$ cat src/rtl/parity_rx.sv
// Serial frame receiver: start bit, N data bits LSB first,
// even parity bit, stop bit; one bit per bit_en strobe.
module parity_rx #(
  parameter int N = 4
) (
  input  logic         clk,
  input  logic         reset,
  input  logic         bit_en,
  input  logic         sin,
  output logic [N-1:0] data,
  output logic         valid,
  output logic         parity_err,
  output logic         frame_err,
  output logic         busy
);

  localparam int CW = (N > 1) ? $clog2(N) : 1;
  localparam logic [CW-1:0] LAST = CW'(N - 1);

  typedef enum logic [1:0] {
    IDLE,
    DATA,
    PARITY,
    STOP
  } state_t;

  state_t        state;
  logic [CW-1:0] cnt;
  logic [N-1:0]  shift;
  logic          p;

  always_ff @(posedge clk or posedge reset) begin
    if (reset) begin
      state      <= IDLE;
      cnt        <= '0;
      shift      <= '0;
      p          <= 1'b0;
      data       <= '0;
      valid      <= 1'b0;
      parity_err <= 1'b0;
      frame_err  <= 1'b0;
      busy       <= 1'b0;
    end else begin
      valid <= 1'b0;
      if (bit_en) begin
        unique case (state)
          IDLE: begin
            if (!sin) begin
              state <= DATA;
              cnt   <= '0;
              busy  <= 1'b1;
            end
          end
          DATA: begin
            shift[cnt] <= sin;
            if (cnt == LAST) begin
              state <= PARITY;
              cnt   <= '0;
            end else begin
              cnt <= cnt + 1'b1;
            end
          end
          PARITY: begin
            p     <= sin;
            state <= STOP;
          end
          STOP: begin
            // frame done: publish even on a bad stop bit
            state      <= IDLE;
            busy       <= 1'b0;
            data       <= shift;
            valid      <= 1'b1;
            parity_err <= (^shift) ^ p;
            frame_err  <= ~sin;
          end
        endcase
      end
    end
  end

endmodule

$ cat config.mk
export PLATFORM = sky130hd
export DESIGN_NAME = parity_rx
export DESIGN_NICKNAME = d
export VERILOG_FILES = /design/src/rtl/parity_rx.sv
export SDC_FILE = /design/constraint.sdc
export NUM_CORES = 1
export LEC_CHECK = 0
export CAP_MARGIN = 20
export CORE_MARGIN = 3
export CORE_UTILIZATION = 59
export DETAILED_ROUTE_END_ITERATION = 8
export DONT_BUFFER_PORTS = 1
export MAX_ROUTING_LAYER = met4
export PLACE_DENSITY = 0.86
export SLEW_MARGIN = 20
export SYNTH_ARGS = -nofsm -noshare
export SYNTH_HDL_FRONTEND = slang
export SYNTH_SLANG_ARGS = --single-unit
$ cat constraint.sdc
create_clock -name clk -period 1.8 [get_ports clk]
set_input_delay 0.09 -clock clk [delete_from_list [all_inputs] [get_ports clk]]
set_output_delay 0.09 -clock clk [all_outputs]
set_load 0.03 [all_outputs]
==> results of run 1 <==
[area by class of cell]
cell class / count / area share (%)
Multi-Input combinational cell: 52 / 43.3
Clock buffer: 4 / 2.76
Inverter: 8 / 3.15
Sequential cell: 17 / 44.6
Tap cell: 15 / 1.97
Timing Repair Buffer: 4 / 4.20
[layout by cell type, fill, tap and decap left out, drive strengths merged]
cell	netlist	layout
xnor3	1	1
dfrtp	17	17
nor2b	2	2
dlygate4sd3	0	4
nand3	4	4
o22ai	1	1
mux2i	2	2
a31oi	1	1
mux2	6	6
ha	10	10
xnor2	2	2
nand2	11	11
o21ai	8	8
inv	8	8
a21boi	1	1
nand2b	1	1
nor2	2	2
clkbuf	0	4
[power by group through the flow]
stage                     logic [mW]  registers, mW  clock network (mW)
final                          0.621          0.842               0.200
after global routing           0.715          0.869               0.215
after CTS                      0.627          0.846               0.204
after detailed placement       0.614          0.856                   0
after global placement         0.578          0.841                   0
after floorplan                0.520          0.814                   0
[sequential cells by signal (all words and copies together) (netlist names)]
register,cells
state,2
shift,4
cnt,2
frame_err,1
parity_err,1
data,4
busy,1
valid,1
p,1
[cells by family (layout without fill, tap and decap cells)]
logic type / Yosys count / after routing / synth area share, %
buf+inv: 9 / 16 / 4.69
flops: 17 / 17 / 48.4
mux: 8 / 8 / 10.4
xor+xnor: 3 / 3 / 4.55
compound gates: 11 / 11 / 7.25
fa+ha+maj: 10 / 10 / 14.2
simple gates: 20 / 20 / 10.5
[routing by layer]
layer	vias to the layer above	GRT usage (%)
li1	271	-
met1	273	18.7
met2	21	33.5
met3	2	3.66
met4	0	5.42
met5	-	-
[cells in the mapped netlist]
master and number:
a31oi_1 1, buf_6 1, ha_1 10, nand2_1 9, o22ai_1 1, o21ai_0 7, nand2_2 2, nor2_1 2
mux2_1 1, nand2b_1 1, nand3_1 4, xnor2_1 2, mux2_4 1, nor2b_1 2, inv_1 8, mux2i_1 2
xnor3_1 1, a21boi_2 1, dfrtp_1 17, o21ai_1 1, mux2_2 4
[through the flow]
step	setup WS (ps)	power (mW)	hold WS, ps	util (%)	instances
2_1_floorplan	326	1.33	16.1	-	78
3_3_place_gp	289	1.42	86.6	65.7	92
3_5_place_dp	205	1.47	88.1	65.7	92
4_1_cts	186	1.68	0.391	69.9	99
5_1_grt	115	1.80	26.5	70.6	100
6_report	187	1.66	16.7	70.6	100
[what timing repair did]
item                                    in CTS  in global routing
endpoints found under the hold margin       20                  1
hold buffers                                 3                  1
resized for setup                            0                  0
endpoints found under the setup margin       0                  0
[worst max-delay path, cell delays in order, from the launching register on]
cell and delay (ps):
dfrtp_1 420, inv_1 120, ha_1 260, nor2b_1 150, o21ai_1 200, mux2_1 350
[final timing paths]
check,start,to,slack (ps),depth (start not counted)
max,state[1],cnt[0],190,5
min,bit_en,shift[3],20,2
max reg2reg,state[1],cnt[0],190,5
min reg2reg,p,p,520,2
max in group asynchronous,reset,data[3],1070,2
min in group asynchronous,reset,data[2],320,2
==> metrics.md, run 1 <==
| Metric | Value |
|---|---|
| PwrDens | `1740 nW/µm²` |
| # diodes | `0` |
| Post-synthesis sequential area ratio | `48.4%` |
| CP arrival | `1780 ps` |
| Met1 Wirelength | `606 µm` |
| Cell internal pwr | `0.963 mW` |
| DRC viols | `0` |
| Post-layout min period | `1610 ps` |
| CTS buffer count | `3` |
| Clk_skew | `4.64 ps` |
| Core area | `1350 µm²` |
| DR WL/cell | `14.3 µm` |
| Top-area cell type share of the netlist area | `48.4%` |
| Unrepaired setup endpoints after global routing | `no` |
| Psw | `0.700 mW` |
| Final Hold Viols | `0` |
| Boundary Pins | `12` |
| Clock share of power | `12.0%` |
| Routability Congestion | `0.776` |
| Post-Syn Area | `880 µm²` |
| Yosys cell types | `21` |
| Post-layout net count | `100` |
| Max_cap viols | `0` |
| Startpoint types | `flip-flop` |
| Routed Antenna Nets | `0` |
| Initial antenna violation count | `0` |
| Status | `complete, no violations` |
| Rows | `13` |
| Final setup vio count | `0` |
| Fin area | `953 µm²` |
| CTS tree | `done` |
| 1st-iter DRT viols | `6` |
| First-pass GRT wire length | `2.48 mm` |
| Top post-synthesis cells by area | `dfrtp_1 (48%), ha_1 (14%), mux2_2 (5.1%), o21ai_0 (4.0%), nand2_1 (3.8%)` |
| #FFs+latches synth | `17` |
| Post-Syn Instances | `78` |
| Worst Path Max Fanout | `5` |
| Die ar. | `1990 µm²` |
| Vias in the first global route | `577` |
| I/O Buffers | `0` |
| Global route overflow | `0` |
| Max_slew headroom | `57.5%` |
| Clk slew on worst S/H paths | `90 ps` |
| Max rail drop VDD | `0.852 mV` |
| Drt first pass iters | `4` |
| Clk sink count | `17` |
| DR vias | `567` |
| Largest net degree at the start of global routing | `18` |
| Comb pwr share | `37.3%` |
| Clock latency on the worst-skew pair | `280 ps` |
| Yosys top cell by area | `dfrtp_1` |
| Fmax | `620 MHz` |
| Hold/Removal Path Class | `input port to flip-flop` |
| Die W | `44.6 µm` |
| Setup TNS Final | `0 ps` |
| Clock root buffer | `clkbuf_4` |
| Sequential share of power | `50.6%` |
| Fillers | `94` |
| Vias per inst | `5.67` |
| Initial core utilization | `65.2%` |
| Register Area | `425 µm²` |
| Type of destination of the critical path | `flip-flop` |
| Period utilization | `89.6%` |
| Syn avg cell area | `11.3 µm²` |
| Worst EP required | `1970 ps` |
| Crit Path Class | `flip-flop to flip-flop` |
| Area of the multi-input gates | `413 µm²` |
| Slew Limit Fails | `0` |
| CTS H-tree depth | `1` |
| Clock Tree Buf Depth | `2` |
| Yosys Warn Count | `0` |
| Layout area overhead | `8.39%` |
| Worst-Margin Slew | `637 ps` |
| Routed wl met3 | `77 µm` |
| Top Metal Used | `met4` |
| Post-CTS Setup Inserts | `0` |
| Layout cells sized above 1 | `12.9%` |
| P_leak | `0.486 nW` |
| Switch share | `42.1%` |
| Syn Nets | `92` |
| DP Wirelength | `1.07 mm` |
| Placed cell area | `887 µm²` |
| Total track usage | `18.1%` |
| Met2 Wirelength | `730 µm` |
| Post-Route WL | `1.43 mm` |
| Die height | `44.6 µm` |
Note: power is estimated with default switching activity, not from simulation.
==> run 2: changes to the inputs <==
--- a/config.mk
+++ b/config.mk
@@ -6,12 +6,14 @@
 export NUM_CORES = 1
 export LEC_CHECK = 0
 export CAP_MARGIN = 20
+export CORE_ASPECT_RATIO = 0.75
 export CORE_MARGIN = 3
-export CORE_UTILIZATION = 59
+export CORE_UTILIZATION = 30
 export DETAILED_ROUTE_END_ITERATION = 8
 export DONT_BUFFER_PORTS = 1
 export MAX_ROUTING_LAYER = met4
-export PLACE_DENSITY = 0.86
+export PLACE_DENSITY = 0.55
+export RECOVER_POWER = 50
 export SLEW_MARGIN = 20
 export SYNTH_ARGS = -nofsm -noshare
 export SYNTH_HDL_FRONTEND = slang
==> metrics.md, run 2 (synthesis gave the netlist of run 1 again) <==
| Metric | Value |
|---|---|
| Fmax | `642 MHz (+3.5%)` |
| Worst Path Max Fanout | `4 (-1)` |
| CP arrival | `1700 ps (-80 ps)` |
| Post-CTS Setup Inserts | `0 (unchanged)` |
| I/O Buffers | `0 (unchanged)` |
| Critical path's slowest cell | `dfrtp_1` |
| Die W | `68.5 µm (+54%)` |
| Period utilization | `86.6% (-3.0 points)` |
| Switch share | `40.7% (-1.4 points)` |
| Total Power | `1.73 mW (+4.1%)` |
| Vias in the first global route | `506 (-12%)` |
| Crit path from | `state[0]` |
| Max rail drop VDD | `0.530 mV (-38%)` |
| Most frequent cells in the layout | `dfrtp_1 (17), ha_1 (10), nand2_1 (9)` |
| DR WL/cell | `12.3 µm (-14%)` |
| Sequential share of power | `48.6% (-2.0 points)` |
| Die ar. | `3620 µm² (+82%)` |
| CTS H-tree depth | `1 (unchanged)` |
| Clock latency on the worst-skew pair | `250 ps (-30 ps)` |
| Max_cap viols | `0 (unchanged)` |
| Clk slew on worst S/H paths | `70 ps (-20 ps)` |
| Cell internal pwr | `1.03 mW (+6.6%)` |
| Boundary Pins | `12 (unchanged)` |
| Clock Tree Buf Depth | `2 (unchanged)` |
| Core area | `2700 µm² (+100%)` |
| Vias per inst | `4.46 (-21%)` |
| Clk sink count | `17 (unchanged)` |
| DP Wirelength | `1.12 mm (+5.4%)` |
| Worst-Margin Slew | `661 ps (+24.6 ps)` |
| # diodes | `0 (unchanged)` |
| Psw | `0.705 mW (+0.66%)` |
| Fillers | `282 (+200%)` |
| Post-Route WL | `1.46 mm (+2.2%)` |
| DRC viols | `0 (unchanged)` |
| Max_slew headroom | `55.9% (-1.6 points)` |
| DR vias | `531 (-6.3%)` |
| PwrDens | `1770 nW/µm² (+1.3%)` |
| Layout cells sized above 1 | `14.5% (+1.5 points)` |
| Slew Limit Fails | `0 (unchanged)` |
| Initial antenna violation count | `0 (unchanged)` |
| Type of destination of the critical path | `flip-flop` |
| Status | `complete, no violations` |
| Global route overflow | `0 (unchanged)` |
| Die height | `52.9 µm (+19%)` |
| 1st-iter DRT viols | `26 (+20)` |
| # resized after CTS | `0 (unchanged)` |
| Unrepaired setup endpoints after global routing | `no` |
| Largest net degree at the start of global routing | `18 (unchanged)` |
| Crit Path Class | `flip-flop to flip-flop` |
| Layout area overhead | `11.4%` |
| Area of the multi-input gates | `413 µm² (unchanged)` |
| Flop2flop setup slack | `240 ps (+50 ps)` |
| P_leak | `0.488 nW (+0.44%)` |
| Most common cell after layout, fill and taps aside | `dfrtp_1` |
| Setup TNS Final | `0 ps (unchanged)` |
| CP cell instances | `inv_1 > ha_1 > nor2b_1 > o21ai_1 > mux2_1` |
| Largest stage delay, worst path | `400 ps (-20 ps)` |
| Register Area | `425 µm² (unchanged)` |
| Drt first pass iters | `2 (-2)` |
| Worst R2R Path Depth | `5 (unchanged)` |
| Worst EP required | `1940 ps (-30 ps)` |
| Comb pwr share | `34.5% (-2.8 points)` |
| Clock root buffer | `clkbuf_8` |
| Post-layout net count | `98 (-2.0%)` |
| Clk_skew | `0.667 ps (-3.97 ps)` |
| Initial core utilization | `32.5% (-33 points)` |
| Post-layout min period | `1560 ps (-54.4 ps)` |
| CP endpoint | `cnt[0]` |
| Routed Antenna Nets | `0 (unchanged)` |
| Reg2reg end | `cnt[0]` |
| Placed cell area | `913 µm² (+3.0%)` |
| Total track usage | `9.95% (-8.1 points)` |
| CTS tree | `done` |
| Routability Congestion | `0.744 (-4.2%)` |
| Biggest regs | `data x4, shift x4` |
| Clock share of power | `16.8% (+4.8 points)` |
| Rows | `16 (+3)` |
| R2R Path Start | `state[0]` |
| First-pass GRT wire length | `2.49 mm (+0.24%)` |
| WHS | `13.8 ps (-2.94 ps)` |
| Fin area | `980 µm² (+2.8%)` |
| Final setup vio count | `0 (unchanged)` |
| Hold/Removal Path Class | `input port to flip-flop` |
| Startpoint types | `flip-flop` |
| Final Hold Viols | `0 (unchanged)` |
| CTS buffer count | `3 (unchanged)` |
==> run 2: routing by layer <==
layer	global-route usage, %	vias up	part of all wire (%)
li1	-	267	-
met1	12.9	251	49
met2	13.8	11	44
met4	1.98	0	0.55
met3	5.10	2	6.5
met5	-	-	0
==> run 2: layout make-up <==
class,count,share of cell area [%]
Timing Repair Buffer,2,2.04
Sequential cell,17,43.4
Clock buffer,3,4.21
Tap cell,36,4.60
Multi-Input combinational cell,52,42.1
Inverter,8,3.07
Clock inverter,1,0.511
==> run 2: critical path: cells and delay by family, from the launching register on <==
kind / cells / cell delay, ps
AND/OR/NAND/NOR: 1 / 140
multiplexers: 1 / 340
adder cells (fa/ha/maj): 1 / 250
buffers and inverters: 1 / 100
flip-flops: 1 / 400
AO/OA/AOI/OAI: 1 / 210
==> run 2: what timing repair did <==
item | in CTS | in global routing
setup endpoints to repair | 0 | 0
hold buffers | 2 | 0
endpoints found under the hold margin | 18 | 0
==> run 2: metrics by stage <==
stage | setup WS (ps) | instances | util [%]
final | 242 | 119 | 36.3
after global routing | 107 | 119 | 36.3
after CTS | 229 | 119 | 36.3
after detailed placement | 240 | 113 | 33.8
after global placement | 276 | 113 | 33.8
after floorplan | 326 | 78 | -
==> run 2: worst min path at each step <==
stage	slack, ps	cells past startpoint	start	endpoint
after global placement	100	1	reset	frame_err
after global routing	10	2	bit_en	shift[1]
after CTS	10	2	bit_en	shift[2]
final	10	2	bit_en	shift[1]
after floorplan	20	1	reset	busy
after detailed placement	100	1	reset	valid
==> run 2: power groups by stage <==
stage | registers (mW) | logic (mW) | clock network (mW)
after floorplan | 0.814 | 0.520 | 0
after global placement | 0.849 | 0.590 | 0
after detailed placement | 0.859 | 0.601 | 0
after CTS | 0.852 | 0.608 | 0.299
after global routing | 0.877 | 0.704 | 0.325
final | 0.842 | 0.598 | 0.291
